### src/rtl/mem_dump_uart_tx.sv
// Dumps a burst of data-RAM words into a local buffer, then streams them byte by byte
// to a UART transmitter with a fixed inter-byte gap and tx_ready back-pressure.
module mem_dump_uart_tx #(
    parameter int                ADDR_W    = 32,
    parameter int                DATA_W    = 32,
    parameter int                MAX_WORDS = 8,
    parameter logic [ADDR_W-1:0] BASE_ADDR = ADDR_W'(32'h10003A20),
    parameter int                BYTE_GAP  = 12432,
    parameter int                LSB_FIRST = 0
) (
    input  logic                             clk,
    input  logic                             rst,
    input  logic                             start,
    input  logic [$clog2(MAX_WORDS+1)-1:0]   word_count,
    input  logic                             rearm,
    input  logic [DATA_W-1:0]                r_data,
    input  logic                             tx_ready,
    output logic                             req_o,
    output logic                             zwe,
    output logic [ADDR_W-1:0]                r_addr,
    output logic                             txen,
    output logic [7:0]                       txpcdata,
    output logic                             busy,
    output logic                             done
);
    localparam int BPW = DATA_W / 8;
    localparam int CW  = $clog2(MAX_WORDS + 1);
    localparam int IW  = (MAX_WORDS > 1) ? $clog2(MAX_WORDS) : 1;
    localparam int BW  = (BPW > 1) ? $clog2(BPW) : 1;
    localparam int GW  = $clog2(BYTE_GAP + 2);

    typedef enum logic [2:0] {S_IDLE, S_FETCH, S_SEND, S_GAP, S_FIN} state_t;

    state_t             r_state, w_state_nxt;
    logic [CW-1:0]      r_n, r_k, r_w, w_n_nxt, w_k_nxt, w_w_nxt, w_n_sel;
    logic [BW-1:0]      r_b, w_b_nxt;
    logic [GW-1:0]      r_gap, w_gap_nxt;
    logic               r_locked, w_locked_nxt;
    logic               w_req_nxt, w_txen_nxt, w_busy_nxt, w_done_nxt;
    logic [ADDR_W-1:0]  w_addr_nxt;
    logic [7:0]         w_txd_nxt, w_byte;
    logic [DATA_W-1:0]  r_buf [2**IW];
    logic [DATA_W-1:0]  w_word;
    logic [31:0]        w_sh;
    logic               w_last;

    assign w_n_sel = (word_count > CW'(MAX_WORDS)) ? CW'(MAX_WORDS) : word_count;
    assign w_word  = r_buf[IW'(r_w)];
    assign w_sh    = (LSB_FIRST != 0) ? 32'(r_b) * 32'd8 : 32'(DATA_W - 8) - 32'(r_b) * 32'd8;
    assign w_byte  = 8'(w_word >> w_sh);
    assign w_last  = (r_w == r_n - CW'(1)) && (r_b == BW'(BPW - 1));

    // FETCH cycle k>=1 returns the word addressed in cycle k-1
    always_ff @(posedge clk) begin
        if (r_state == S_FETCH && r_k != '0) begin
            r_buf[IW'(r_k - CW'(1))] <= r_data;
        end
    end

    always_comb begin
        w_state_nxt  = r_state;
        w_n_nxt      = r_n;
        w_k_nxt      = r_k;
        w_w_nxt      = r_w;
        w_b_nxt      = r_b;
        w_gap_nxt    = r_gap;
        w_locked_nxt = r_locked;
        w_req_nxt    = 1'b0;
        w_addr_nxt   = '0;
        w_txen_nxt   = 1'b0;
        w_txd_nxt    = txpcdata;
        w_busy_nxt   = busy;
        w_done_nxt   = 1'b0;
        // rearm is ignored while completion is being signalled so the lockout always sticks
        if (rearm && r_state != S_FIN && !done) begin
            w_locked_nxt = 1'b0;
        end
        case (r_state)
            S_IDLE: begin
                if (start && !r_locked) begin
                    w_busy_nxt = 1'b1;
                    w_n_nxt    = w_n_sel;
                    if (w_n_sel == '0) begin
                        w_state_nxt = S_FIN;
                    end else begin
                        w_state_nxt = S_FETCH;
                        w_k_nxt     = '0;
                        w_req_nxt   = 1'b1;
                        w_addr_nxt  = BASE_ADDR;
                    end
                end
            end
            S_FETCH: begin
                if (r_k == r_n) begin
                    w_state_nxt = S_SEND;
                    w_w_nxt     = '0;
                    w_b_nxt     = '0;
                end else begin
                    w_req_nxt  = 1'b1;
                    w_addr_nxt = r_addr + ADDR_W'(BPW);
                    w_k_nxt    = r_k + CW'(1);
                end
            end
            S_SEND: begin
                if (tx_ready) begin
                    w_txen_nxt  = 1'b1;
                    w_txd_nxt   = w_byte;
                    w_gap_nxt   = '0;
                    w_state_nxt = S_GAP;
                end
            end
            S_GAP: begin
                if (r_gap == GW'(BYTE_GAP)) begin
                    if (w_last) begin
                        w_state_nxt = S_FIN;
                    end else begin
                        w_state_nxt = S_SEND;
                        if (r_b == BW'(BPW - 1)) begin
                            w_b_nxt = '0;
                            w_w_nxt = r_w + CW'(1);
                        end else begin
                            w_b_nxt = r_b + BW'(1);
                        end
                    end
                end else begin
                    w_gap_nxt = r_gap + GW'(1);
                end
            end
            S_FIN: begin
                w_done_nxt   = 1'b1;
                w_busy_nxt   = 1'b0;
                w_locked_nxt = 1'b1;
                w_state_nxt  = S_IDLE;
            end
            default: w_state_nxt = S_IDLE;
        endcase
    end

    always_ff @(posedge clk or negedge rst) begin
        if (!rst) begin
            r_state  <= S_IDLE;
            r_n      <= '0;
            r_k      <= '0;
            r_w      <= '0;
            r_b      <= '0;
            r_gap    <= '0;
            r_locked <= 1'b0;
            req_o    <= 1'b0;
            zwe      <= 1'b0;
            r_addr   <= '0;
            txen     <= 1'b0;
            txpcdata <= '0;
            busy     <= 1'b0;
            done     <= 1'b0;
        end else begin
            r_state  <= w_state_nxt;
            r_n      <= w_n_nxt;
            r_k      <= w_k_nxt;
            r_w      <= w_w_nxt;
            r_b      <= w_b_nxt;
            r_gap    <= w_gap_nxt;
            r_locked <= w_locked_nxt;
            req_o    <= w_req_nxt;
            zwe      <= w_req_nxt;
            r_addr   <= w_addr_nxt;
            txen     <= w_txen_nxt;
            txpcdata <= w_txd_nxt;
            busy     <= w_busy_nxt;
            done     <= w_done_nxt;
        end
    end
endmodule

### config.mk
export PLATFORM = sky130hd
export DESIGN_NAME = mem_dump_uart_tx
export DESIGN_NICKNAME = d
export VERILOG_FILES = /design/src/rtl/mem_dump_uart_tx.sv
export SDC_FILE = /design/constraint.sdc
export NUM_CORES = 1
export LEC_CHECK = 0
export BUFFER_PORTS_ARGS = -buffer_cell sky130_fd_sc_hd__buf_2
export CAP_MARGIN = 15
export CORE_MARGIN = 10
export CORE_UTILIZATION = 26
export DETAILED_ROUTE_END_ITERATION = 8
export PLACE_DENSITY = 0.45
export SETUP_SLACK_MARGIN = 0.1
export SLEW_MARGIN = 10
export SYNTH_ARGS = -nofsm -noshare
export SYNTH_HDL_FRONTEND = slang
export SYNTH_SLANG_ARGS = --single-unit
### constraint.sdc
create_clock -name clk -period 3.9 [get_ports clk]
set_input_delay 0.195 -clock clk [delete_from_list [all_inputs] [get_ports clk]]
set_output_delay 0.195 -clock clk [all_outputs]
set_load 0.005 [all_outputs]
# [Yosys cells after proc, flatten, opt, wreduce, memory -nomap -nowiden]
# Memory sizes are Yosys's and may differ from the RTL's.
# Cells that the tools add are included.
[word_totals] mem_count=1 mem_bits_rw=256 ff_bits=76 elab_cells=107
[memory_table] name="r_buf" words=8 width=32 rd=1 rd_clocked_by_memory_dff=0 wr=1 line="42" text="logic [DATA_W-1:0] r_buf [2**IW];"
[classes] n_eq_ne=18 n_addsub=8 reduce_logical=23 n_shift=1 order_cmp=1 mux=42
[ops] cell="32-bit one-hot mux with 2 select lines" count=1
[ops] cell="29-bit two-way mux" count=2
[ops] cell="32-bit by 3-bit adder with 32-bit output, second input constant" count=1
[ops] cell="32-bit two-way mux" count=1
[ops] cell="4-bit two-way mux" count=8
[ops] cell="32-bit by 32-bit right shift with 8-bit output" count=1
[ops] cell="14-bit two-way mux" count=2
[ops] cell="14-bit one-hot mux with 2 select lines" count=1
[ops] cell="3-bit two-way mux" count=6
[ops] cell="2-bit != test, second input constant" count=8
[ops] cell="4-bit one-hot mux with 2 select lines" count=2
[ops] cell="14-bit by 1-bit adder with 14-bit output, second input constant" count=1
[ops] cell="14-bit equality test, second input constant" count=1
[ops] cell="3-bit one-hot mux with 4 select lines" count=1
[ops] cell="4-bit AND reduction" count=3
[ops] cell="1-bit two-way mux" count=11
[ops] cell="2-bit nonzero test" count=5
[ops] cell="4-bit by 1-bit adder with 4-bit output, second input constant" count=2
[ops] cell="4-bit equality test" count=2
[ops] cell="2-bit two-way mux" count=4
[ops] cell="3-bit by 2-bit equality test with 1-bit output, second input constant" count=2
[ops] cell="2-bit AND reduction" count=3
[ops] cell="5-bit by 5-bit subtractor with 6-bit output, first input constant" count=1
[ops] cell="1-bit logical AND" count=5
[ops] cell="other kinds (17)" count=19

# [Longest topological paths before layout]
# Gate-level depths: netlist (run 1).
[depth] word_depth=6 mapped_depth=8

# [Worst setup path after synthesis (run 1)]
# Ideal clock, no wire load.
[synth_timing] kind="register to register" start="register r_k[0]" end="memory r_buf[4][0] (enable)" setup_slack_ps=157 required_ps=3439 n_path_buf=0 setup_time_ps=461 stages_incl_launch_ff=6 arrival_time_ps=3282 path_cell_list="dfrtp_1 > inv_1 > ha_1 > nand2_1 > mux2_2 > nor3_1"
[synth_via] elab_chain_cells=4 word_cells_on_any_way=5 cone_classes="1 x add/sub; 2 x mux; 2 x reduce/logical"
[synth_lines] item="from (decl)" line="35" text="logic [CW-1:0] r_n, r_k, r_w, w_n_nxt, w_k_nxt, w_w_nxt, w_n_sel;"
[synth_lines] item="from (signal assigned)" line="158" text="r_k <= w_k_nxt;"
[synth_lines] item="4-bit nonzero test" line="55" text="if (r_state == S_FETCH && r_k != '0) begin"
[synth_lines] item="1-bit logical AND" line="55"
[synth_lines] item="1-bit two-way mux" line="55"
[synth_lines] item="1-bit two-way mux (not written as such)" line="56" text="r_buf[IW'(r_k - CW'(1))] <= r_data;"
[synth_lines] item="to (decl)" line="42"
# Several ways; a longest one is shown, not always the timed one.

# [Final worst setup path (run 1)]
[layout_timing] start="register r_k[0]" end="memory r_buf[0][4] (enable)"
# The elaborated chain is that of the path after synthesis.

==> results of run 1 <==
==> area by class of cell <==
type	instances	area (um^2)
fillers	5115	35000
flip-flops and latches	330	9540
multi-input cells	408	3790
clock buffers	48	1030
repair buffers	142	1010
well taps	680	851
clock inverters	23	218
inverters	17	63.8
diodes	1	2.50
==> flip-flops by register name, indices dropped and copies added (netlist names), 2 cells and up <==
name	cells
r_b	2
r_buf	256
r_state	3
r_w	4
r_gap	14
txpcdata	8
r_n	4
r_addr	30
r_k	4
==> cell families after synthesis <==
family / Yosys count / synth area share (%)
AOI/OAI and AO/OA: 91 / 4.82
muxes: 72 / 11.2
xor gates and xnor gates: 40 / 2.69
other: 1 / 0.0277
buffers and inverters: 55 / 2.13
adders and majority gates: 8 / 0.739
and+or+nand+nor: 195 / 7.98
DFF: 330 / 70.4
==> cells in the mapped netlist (all sizes together) (7+ instances only) <==
cell    count
edfxtp    256
dfrtp      74
mux4       64
nor2       51
xor2       35
nand3      33
buf        28
nand2      28
o21ai      26
inv        17
a22oi      16
and3       15
nand4      15
a21oi      14
clkbuf     10
nor3        9
ha          8
or3         7
==> power by group through the flow <==
stage	Clock (uW)	Combinational (uW)	Sequential, uW
CTS	3630	1010	4150
detailed placement	0	967	4220
floorplan	0	614	4130
global placement	0	963	4220
finish	3520	987	4150
global route	3780	1110	4170
==> stage by stage <==
step | area [um^2] | total power, uW
final | 16500 | 8650
after global routing | 16500 | 9070
after CTS | 16500 | 8790
after detailed placement | 14800 | 5190
after global placement | 14800 | 5190
after floorplan | 13600 | 4750
==> per-layer routing <==
layer  vias up  global-route usage (%)  share of wire, %  wire (um)
met3        50                    2.28               4.9       1590
met1      3809                    14.2                45      14800
li1       3431                       -                 -          -
met2       135                    17.4                48      15600
met4         2                    3.51               2.3        737
met5         -                       0             0.034         11
==> how the worst min path moves through the flow <==
stage	startpoint	to	slack [ns]	cells after the start
2_1_floorplan	rst	busy	-0.10	0
3_3_place_gp	rst	r_addr[5]	0.45	1
3_5_place_dp	rst	r_addr[10]	0.46	1
4_1_cts	start	r_n[2]	0.17	4
5_1_grt	rst	r_addr[14]	0.12	2
6_report	rst	r_addr[14]	0.11	2
==> critical path: stages, from the launching register on <==
cell and delay (ns):
dfrtp_1 0.44, inv_1 0.11, ha_1 0.44, inv_1 0.13, or2_2 0.36, nor2_4 0.51, buf_12 0.26
==> results.yml, run 1 <==
sta:
  setup_ws_ns: 1.32
  worst_pin_slew_ns: 1.07
  hold_viol_final: 0
  skew_ns: 0.0288
  slew-limit-headroom_pct: 28.5
  grt_setup_unrepaired: "false"
  period_needed_ns: 2.58
  hold_ws_ns: 0.107
  setup_violations: 0
  finalCritPeriodShare_pct: 66.3
  slew_violations: 0
  finalSetupTns_ns: 0
  max_freq_mhz: 387
drt:
  wl_per_cell_um: 19.9
  ant_nets: 0
  via_count: 7427
  via_per_inst: 4.50
  drc: 0
  firstDrtPassIters: 5
  drtIter0Drc: 449
  drt_wl_total_um: 32700
clock_tree:
  clock_latency_ns: 0.58
  hold_buffers: 42
  cts_buffers: 39
  cts_tree: "done"
  clockBufferDepth: 3
  cts_root_buffer: "clkbuf_16"
  cts_setup_buffers: 0
  htree_levels: 2
  numClockSinks: 330
  cts.repair.resized: 0
  clk_pin_slew_ns: 0.06
die:
  core_area_um2: 51500
  die_h_um: 248
  rows: 83
  ios: 86
  die-area_um2: 61700
  initial_core_util_pct: 26.3
  die_x_um: 248
setup_path:
  cp.arrival_ns: 2.85
  r2r_cells: 6
  endpoint_kind: "flip-flop"
  worst_r2r_startpoint: "r_k[0]"
  required_ns: 4.16
  path_max_fanout: 18
  cp-endpoint: "r_buf[0][4]"
  start_kind: "flip-flop"
  crit_start: "r_k[0]"
  critical_path_class: "reg -> reg"
  worst_r2r_endpoint: "r_buf[0][4]"
  reg2reg_slack_ns: 1.32
yosys:
  ys_ff_latch: 330
  synth_top_area_share_pct: 56.7
  synthFlopType: "edfxtp_1"
  synth_cell_types: 68
  synth.area.top_cells: "edfxtp_1 57%, dfrtp_1 14%, mux4_2 11%"
  syn-cell-area_um2: 13600
  ys_seq_area_share_pct: 70.4
  syn_inst: 792
  yosysTopAreaCell: "edfxtp_1"
  async_flop_share_pct: 22.4
  synth-edff-count: 256
  syn_avg_cell_area_um2: 17.1
  yosysWarningCount: 0
placed_design:
  dp_slack_ns: 1.28
  place_inst: 1534
  dp_hpwl_um: 19500
  io_buffers: 83
  gp_congestion: 0.714
power_and_ir_drop:
  peakVddDrop_uv: 373
  leakagePower_uw: 0.00577
  power_density_nw_per_um2: 524
  seqPwrFrac_pct: 48.0
  p_comb_share_pct: 11.4
  p_clk_share_pct: 40.6
  p_sw_uw: 2340
  sw_frac_of_total_pct: 27.0
  p_int_uw: 6320
grt:
  grt_pass1_wl_um: 50600
  antenna_found_initial: 2
  grt_pass1_vias: 7932
  grt_max_degree: 75
  grt.overflow.total: 0
  grt_usage_pct: 10.8
final_layout:
  layout_commonest_cell: "edfxtp_1"
  fin_util_pct: 32.0
  layout_common_cells: "256 x edfxtp_1, 82 x buf_2, 72 x dfrtp_1"
  nets: 987
  synthToLayoutAreaGrowth_pct: 21.8
  drive_above_1_share_pct: 25.6
  stdcell_count: 1649
min_path:
  hold_class: "in -> async"
run:
  maxCapViolCount: 0
outcome:
  status: "complete, no violations"
(Power assumes the default switching activity.)
==> inputs of run 2 (changes only) <==
--- a/config.mk
+++ b/config.mk
@@ -5,12 +5,13 @@
 export SDC_FILE = /design/constraint.sdc
 export NUM_CORES = 1
 export LEC_CHECK = 0
+export ABC_AREA = 1
 export BUFFER_PORTS_ARGS = -buffer_cell sky130_fd_sc_hd__buf_2
 export CAP_MARGIN = 15
 export CORE_MARGIN = 10
 export CORE_UTILIZATION = 26
 export DETAILED_ROUTE_END_ITERATION = 8
-export PLACE_DENSITY = 0.45
+export PLACE_DENSITY = 0.44
 export SETUP_SLACK_MARGIN = 0.1
 export SLEW_MARGIN = 10
 export SYNTH_ARGS = -nofsm -noshare
==> constraint.sdc (replaced) <==
create_clock -name clk -period 2.56 [get_ports clk]
set_input_delay 0.128 -clock clk [delete_from_list [all_inputs] [get_ports clk]]
set_output_delay 0.128 -clock clk [all_outputs]
set_load 0.005 [all_outputs]
==> run 2 against run 1 <==
Effect of this change: setup slack lost 0.97 ns; first-iteration DRC count grew 62%; final area is 7.7% higher; sequential power rose by 60%; power rose by 90%; via count up 34%; sequential cell count unchanged; critical endpoint is now r_n[1].
==> results.yml, run 2 <==
outcome:
  status: "complete, no violations"
power_and_ir_drop:
  sw_frac_of_total_pct: 33.2
  p_total_uw: 16400
  leakagePower_uw: 0.00682
  seqPwrFrac_pct: 40.5
  p_sw_uw: 5460
  p_comb_share_pct: 25.8
  power_density_nw_per_um2: 923
  p_clk_share_pct: 33.7
  peakVddDrop_uv: 474
  p_int_uw: 11000
clock_tree:
  htree_levels: 2
  clockBufferDepth: 3
  clk_pin_slew_ns: 0.06
  clock_latency_ns: 0.56
  cts_setup_buffers: 0
  numClockSinks: 330
  cts_root_buffer: "clkbuf_16"
  cts_tree: "done"
  cts_buffers: 40
placed_design:
  dp_hpwl_um: 24600
  io_buffers: 83
  gp_congestion: 0.789
  place_inst: 2177
sta:
  setup_violations: 0
  slew_violations: 0
  slew-limit-headroom_pct: 65.0
  finalSetupTns_ns: 0
  finalCritPeriodShare_pct: 86.6
  hold_viol_final: 0
  worst_pin_slew_ns: 0.525
  max_freq_mhz: 451
  period_needed_ns: 2.22
  grt_setup_unrepaired: "false"
  skew_ns: 0.0179
min_path:
  hold_class: "in -> reg"
  min_from: "start"
  hold_depth: 6
setup_path:
  reg2reg_slack_ns: 0.34
  crit_start: "r_state[1]"
  required_ns: 3.05
  cp.arrival_ns: 2.71
  worst_r2r_startpoint: "r_state[1]"
  endpoint_kind: "flip-flop"
  start_kind: "flip-flop"
  cp_common_cell: "inv_1"
  crit_slowest_cell: "dlygate4sd3_1"
  critical_path_class: "reg -> reg"
  cpPeakStageDelay_ns: 0.57
  path_max_fanout: 5
  path_cells: "nor2_1, inv_1, nor2_2, inv_1, nor2_1, inv_1, nor2_2, inv_1, o22ai_1, dlygate4sd3_1"
  r2r_cells: 10
final_layout:
  stdcell_count: 2290
  largest_reg_flops: 256
  fin_util_pct: 32.3
  synthToLayoutAreaGrowth_pct: 23.1
  drive_above_1_share_pct: 14.8
  diodes: 0
  layout_commonest_cell: "nand2_1"
  top_register: "r_buf"
  nets: 1562
  reg.largest.list: "r_buf: 256 flops, r_addr: 30 flops, r_gap: 14 flops"
  layout_common_cells: "438 x nand2_1, 256 x edfxtp_1, 140 x nand3_1"
run:
  maxCapViolCount: 0
drt:
  drt_wl_total_um: 38900
  drc: 0
  firstDrtPassIters: 5
  via_per_inst: 4.36
  via_count: 9987
  drtIter0Drc: 727
  ant_nets: 0
  wl_per_cell_um: 17.0
die:
  die-area_um2: 65400
  die_x_um: 256
  initial_core_util_pct: 26.2
  die_h_um: 256
  ios: 86
  core_area_um2: 55100
  rows: 86
yosys:
  synth_common_cells: "442 x nand2_1, 256 x edfxtp_1, 140 x nand3_1"
  synthFlopType: "edfxtp_1"
  yosysTopAreaCell: "edfxtp_1"
  syn-cell-area_um2: 14400
  ys_ff_latch: 330
  synth_top_area_share_pct: 53.2
  yosysMostFrequentCell: "nand2_1"
  synth-edff-count: 256
  yosysWarningCount: 0
  async_flop_share_pct: 22.4
  synth.area.top_cells: "edfxtp_1 53%, dfrtp_1 13%, nand2_1 11%"
  ys_seq_area_share_pct: 66.0
  synth_cell_types: 48
  syn_inst: 1370
  syn_avg_cell_area_um2: 10.5
grt:
  grt_max_degree: 55
  grt_pass1_wl_um: 61400
  antenna_found_initial: 0
  grt_pass1_vias: 10284
  grt_usage_pct: 11.9
  grt.overflow.total: 0
run 2: changes by cell type after synthesis, sizes merged, moves of 20 or more:
cell,previous run,this run
nand3,33,143
xor2,35,15
nor3,9,29
nand2,28,450
inv,17,67
nor2,51,88
a21oi,14,66
mux4,64,0
run 2: per-stage QoR:
step                setup WS (ns)  area, um^2  hold slack (ns)
global route                0.137       17800            0.121
CTS                         0.354       17800           0.0629
global placement            0.421       16100            0.148
detailed placement          0.400       16100            0.154
finish                      0.344       17800           0.0876
floorplan                   0.135       14600           -0.168
run 2: cells by family after synthesis:
logic type	Yosys count	share of synthesized area, %
flip-flops	330	66.0
XOR/XNOR	16	0.970
AND/OR/NAND/NOR	753	23.1
buffers and inverters	126	3.66
other	1	0.0260
AO/OA/AOI/OAI	136	5.51
adder cells (fa/ha/maj)	8	0.693
run 2: worst max-delay path: cells and delay by family, from the launching register on:
| kind | cells | cell delay [ns] |
|---|---|---|
| DFF | 1 | 0.45 |
| buffers and inverters | 5 | 0.93 |
| and+or+nand+nor | 4 | 0.65 |
| AOI/OAI and AO/OA | 1 | 0.11 |
run 2: power groups by stage:
stage          sequential, uW  clock, uW  combinational, uW
3_3_place_gp             6750          0               4230
3_5_place_dp             6750          0               4260
2_1_floorplan            6680          0               2770
5_1_grt                  6710       5920               4790
6_report                 6650       5530               4240
4_1_cts                  6650       5700               4350
run 2: worst paths after layout:
| kind | end |
|---|---|
| min in group asynchronous | r_addr[19] |
| max reg2reg | r_n[1] |
| max | r_n[1] |
| min reg2reg | txpcdata[3] |
| min | r_state[0] |
| max in group asynchronous | r_w[1] |
run 2: repair_timing:
action	4_1_cts	5_1_grt
hold endpoints to repair	298	0
gates resized for setup	0	0
hold buffers	42	0
run 2: per-layer routing:
metal  vias to the layer above  track usage, %  part of all wire, %
li1                       4995               -                    -
met1                      4789            15.6                   48
met2                       144            19.4                   47
met3                        59            2.37                  3.4
met4                         0            3.44                  2.2
met5                         -               0                    0
run 2: area by class of cell:
| class | instances | area [um^2] |
|---|---|---|
| sequential | 330 | 9550 |
| clock buffer | 47 | 1030 |
| multi-input combinational | 915 | 4510 |
| timing repair buffer | 157 | 1270 |
| fill | 5661 | 37300 |
| tap | 748 | 936 |
| inverter | 69 | 267 |
| clock inverter | 24 | 233 |
==> inputs of run 3 (changes only) <==
--- a/config.mk
+++ b/config.mk
@@ -12,7 +12,7 @@
 export CORE_UTILIZATION = 26
 export DETAILED_ROUTE_END_ITERATION = 8
 export PLACE_DENSITY = 0.44
-export SETUP_SLACK_MARGIN = 0.1
+export SETUP_SLACK_MARGIN = 0.5
 export SLEW_MARGIN = 10
 export SYNTH_ARGS = -nofsm -noshare
 export SYNTH_HDL_FRONTEND = slang
==> run 3 against run 2 <==
Effect of this change: non-clock buffer count grew 8; critical path type unchanged; sequential cell count unchanged; largest power group unchanged; critical endpoint is now r_buf[6][3]; core utilization increased by 0.37 points.
==> results.yml, run 3 (synthesized netlist as in run 2, its figures left out) <==
sta:
  finalSetupTns_ns: 0
  setup_violations: 0
  grt_setup_unrepaired: "false"
  slew_violations: 0
  period_needed_ns: 1.96
  worst_pin_slew_ns: 0.625
  max_freq_mhz: 510
  finalCritPeriodShare_pct: 76.6
  hold_viol_final: 0
  slew-limit-headroom_pct: 58.4
  skew_ns: 0.0126
grt:
  grt.overflow.total: 0
  use_met3_pct: 2.01
  grt_max_degree: 100
  grt_pass1_wl_um: 62300
  use_met2_pct: 19.6
  busiest_layer: "met2"
  grtUsageMet1_pct: 16.1
  grt_pass1_vias: 10309
  grt_usage_pct: 12.0
  antenna_found_initial: 0
power_and_ir_drop:
  p_sw_uw: 5660
  power_density_nw_per_um2: 927
  leakagePower_uw: 0.00692
  seqPwrFrac_pct: 39.8
  peakVddDrop_uv: 516
  p_int_uw: 11000
  p_clk_share_pct: 33.9
  p_comb_share_pct: 26.4
  sw_frac_of_total_pct: 33.9
final_layout:
  reg.largest.list: "r_buf: 256 flops, r_addr: 30 flops, r_gap: 14 flops"
  fin_util_pct: 32.7
  nets: 1571
  diodes: 0
  layout_commonest_cell: "nand2_1"
  layout_common_cells: "436 x nand2_1, 256 x edfxtp_1, 140 x nand3_1"
  synthToLayoutAreaGrowth_pct: 24.5
  largest_reg_flops: 256
  drive_above_1_share_pct: 16.0
  top_register: "r_buf"
die:
  die_h_um: 256
  die_x_um: 256
  die-area_um2: 65400
  rows: 86
  core_area_um2: 55100
  initial_core_util_pct: 26.2
  ios: 86
drt:
  ant_nets: 0
  drtIter0Drc: 636
  wl_per_cell_um: 17.6
  via_per_inst: 4.44
  drt_wl_total_um: 40400
  via_count: 10231
  firstDrtPassIters: 5
  drc: 0
clock_tree:
  clock_latency_ns: 0.56
  clockBufferDepth: 3
  htree_levels: 2
  clk_pin_slew_ns: 0.06
  numClockSinks: 330
  cts_root_buffer: "clkbuf_16"
  cts_tree: "done"
  cts_buffers: 40
setup_path:
  crit_start: "r_k[1]"
  worst_r2r_startpoint: "r_k[1]"
  required_ns: 2.84
  critical_path_class: "reg -> reg"
  endpoint_kind: "flip-flop"
  cp.arrival_ns: 2.24
  path_max_fanout: 8
  start_kind: "flip-flop"
placed_design:
  dp_hpwl_um: 24800
  io_buffers: 83
  gp_congestion: 0.790
min_path:
  min_from: "start"
  hold_class: "in -> reg"
outcome:
  status: "complete, no violations"
run:
  maxCapViolCount: 0
-- run 3: cell count changes in the layout (fill, tap and decap cells not counted), moves of 2 or more --
cell,before,now
buf_4,18,22
clkbuf_16,40,44
buf_6,0,3
dlygate4sd3_1,42,39
clkinv_1,11,9
clkinv_2,6,8
clkinvlp_4,2,4
inv_16,0,2
nand2_1,438,436
nand2_4,5,7
-- run 3: worst paths after layout --
check	endpoint	slack, ns	depth (start not counted)
worst max-delay path	r_buf[6][3]	0.60	8
worst min-delay path	r_state[0]	0.08	6
worst max register to register	r_buf[6][3]	0.60	8
worst min register to register	txpcdata[1]	0.48	2
max in group asynchronous	txpcdata[1]	1.76	3
min in group asynchronous	r_addr[16]	0.12	2
-- run 3: layout make-up --
cell class	count	area, um^2
clock buffers	48	1050
clock inverters	26	244
fillers	5650	37100
inverters	69	277
multi-input cells	915	4530
flip-flops and latches	330	9540
well taps	748	936
repair buffers	165	1400
repair inverters	1	8.76
-- run 3: metrics by stage --
| stage | setup WS [ns] | hold slack [ns] | cell area (um^2) | power, uW | std cells |
|---|---|---|---|---|---|
| floorplan | 0.139 | -0.168 | 14600 | 9460 | 1371 |
| global placement | 0.403 | 0.182 | 16100 | 11000 | 2178 |
| detailed placement | 0.398 | 0.190 | 16100 | 11000 | 2178 |
| CTS | 0.527 | 0.0552 | 17800 | 16800 | 2292 |
| global route | 0.515 | 0.113 | 18000 | 17700 | 2302 |
| finish | 0.598 | 0.0804 | 18000 | 16700 | 2302 |
-- run 3: power by group through the flow --
stage / Clock, uW / Combinational (uW) / Sequential, uW
finish: 5650 / 4400 / 6640
global route: 6040 / 4970 / 6690
CTS: 5810 / 4350 / 6630
detailed placement: 0 / 4260 / 6750
global placement: 0 / 4250 / 6740
floorplan: 0 / 2770 / 6680
-- run 3: repair_timing --
| item | 4_1_cts | 5_1_grt |
|---|---|---|
| pin swaps | 0 | 1 |
| hold buffers | 39 | 0 |
| setup endpoints to repair | 256 | 156 |
| resized for setup | 0 | 17 |
| buffers inserted | 1 | 5 |
| cloned | 0 | 5 |
| hold endpoints to repair | 306 | 0 |
-- run 3: routing by layer --
layer | part of all wire, % | up-vias
met2 | 46 | 182
met5 | 0 | -
met1 | 47 | 4971
met4 | 2.2 | 0
li1 | - | 5021
met3 | 4.0 | 57
-- run 3: critical path, cell delays in order (launching register included) --
cell,delay (ns)
dfrtp_1,0.39
inv_2,0.10
ha_4,0.14
or2_4,0.11
nand2_4,0.07
inv_1,0.10
nand2_2,0.10
nor3_4,0.40
clkbuf_16,0.26
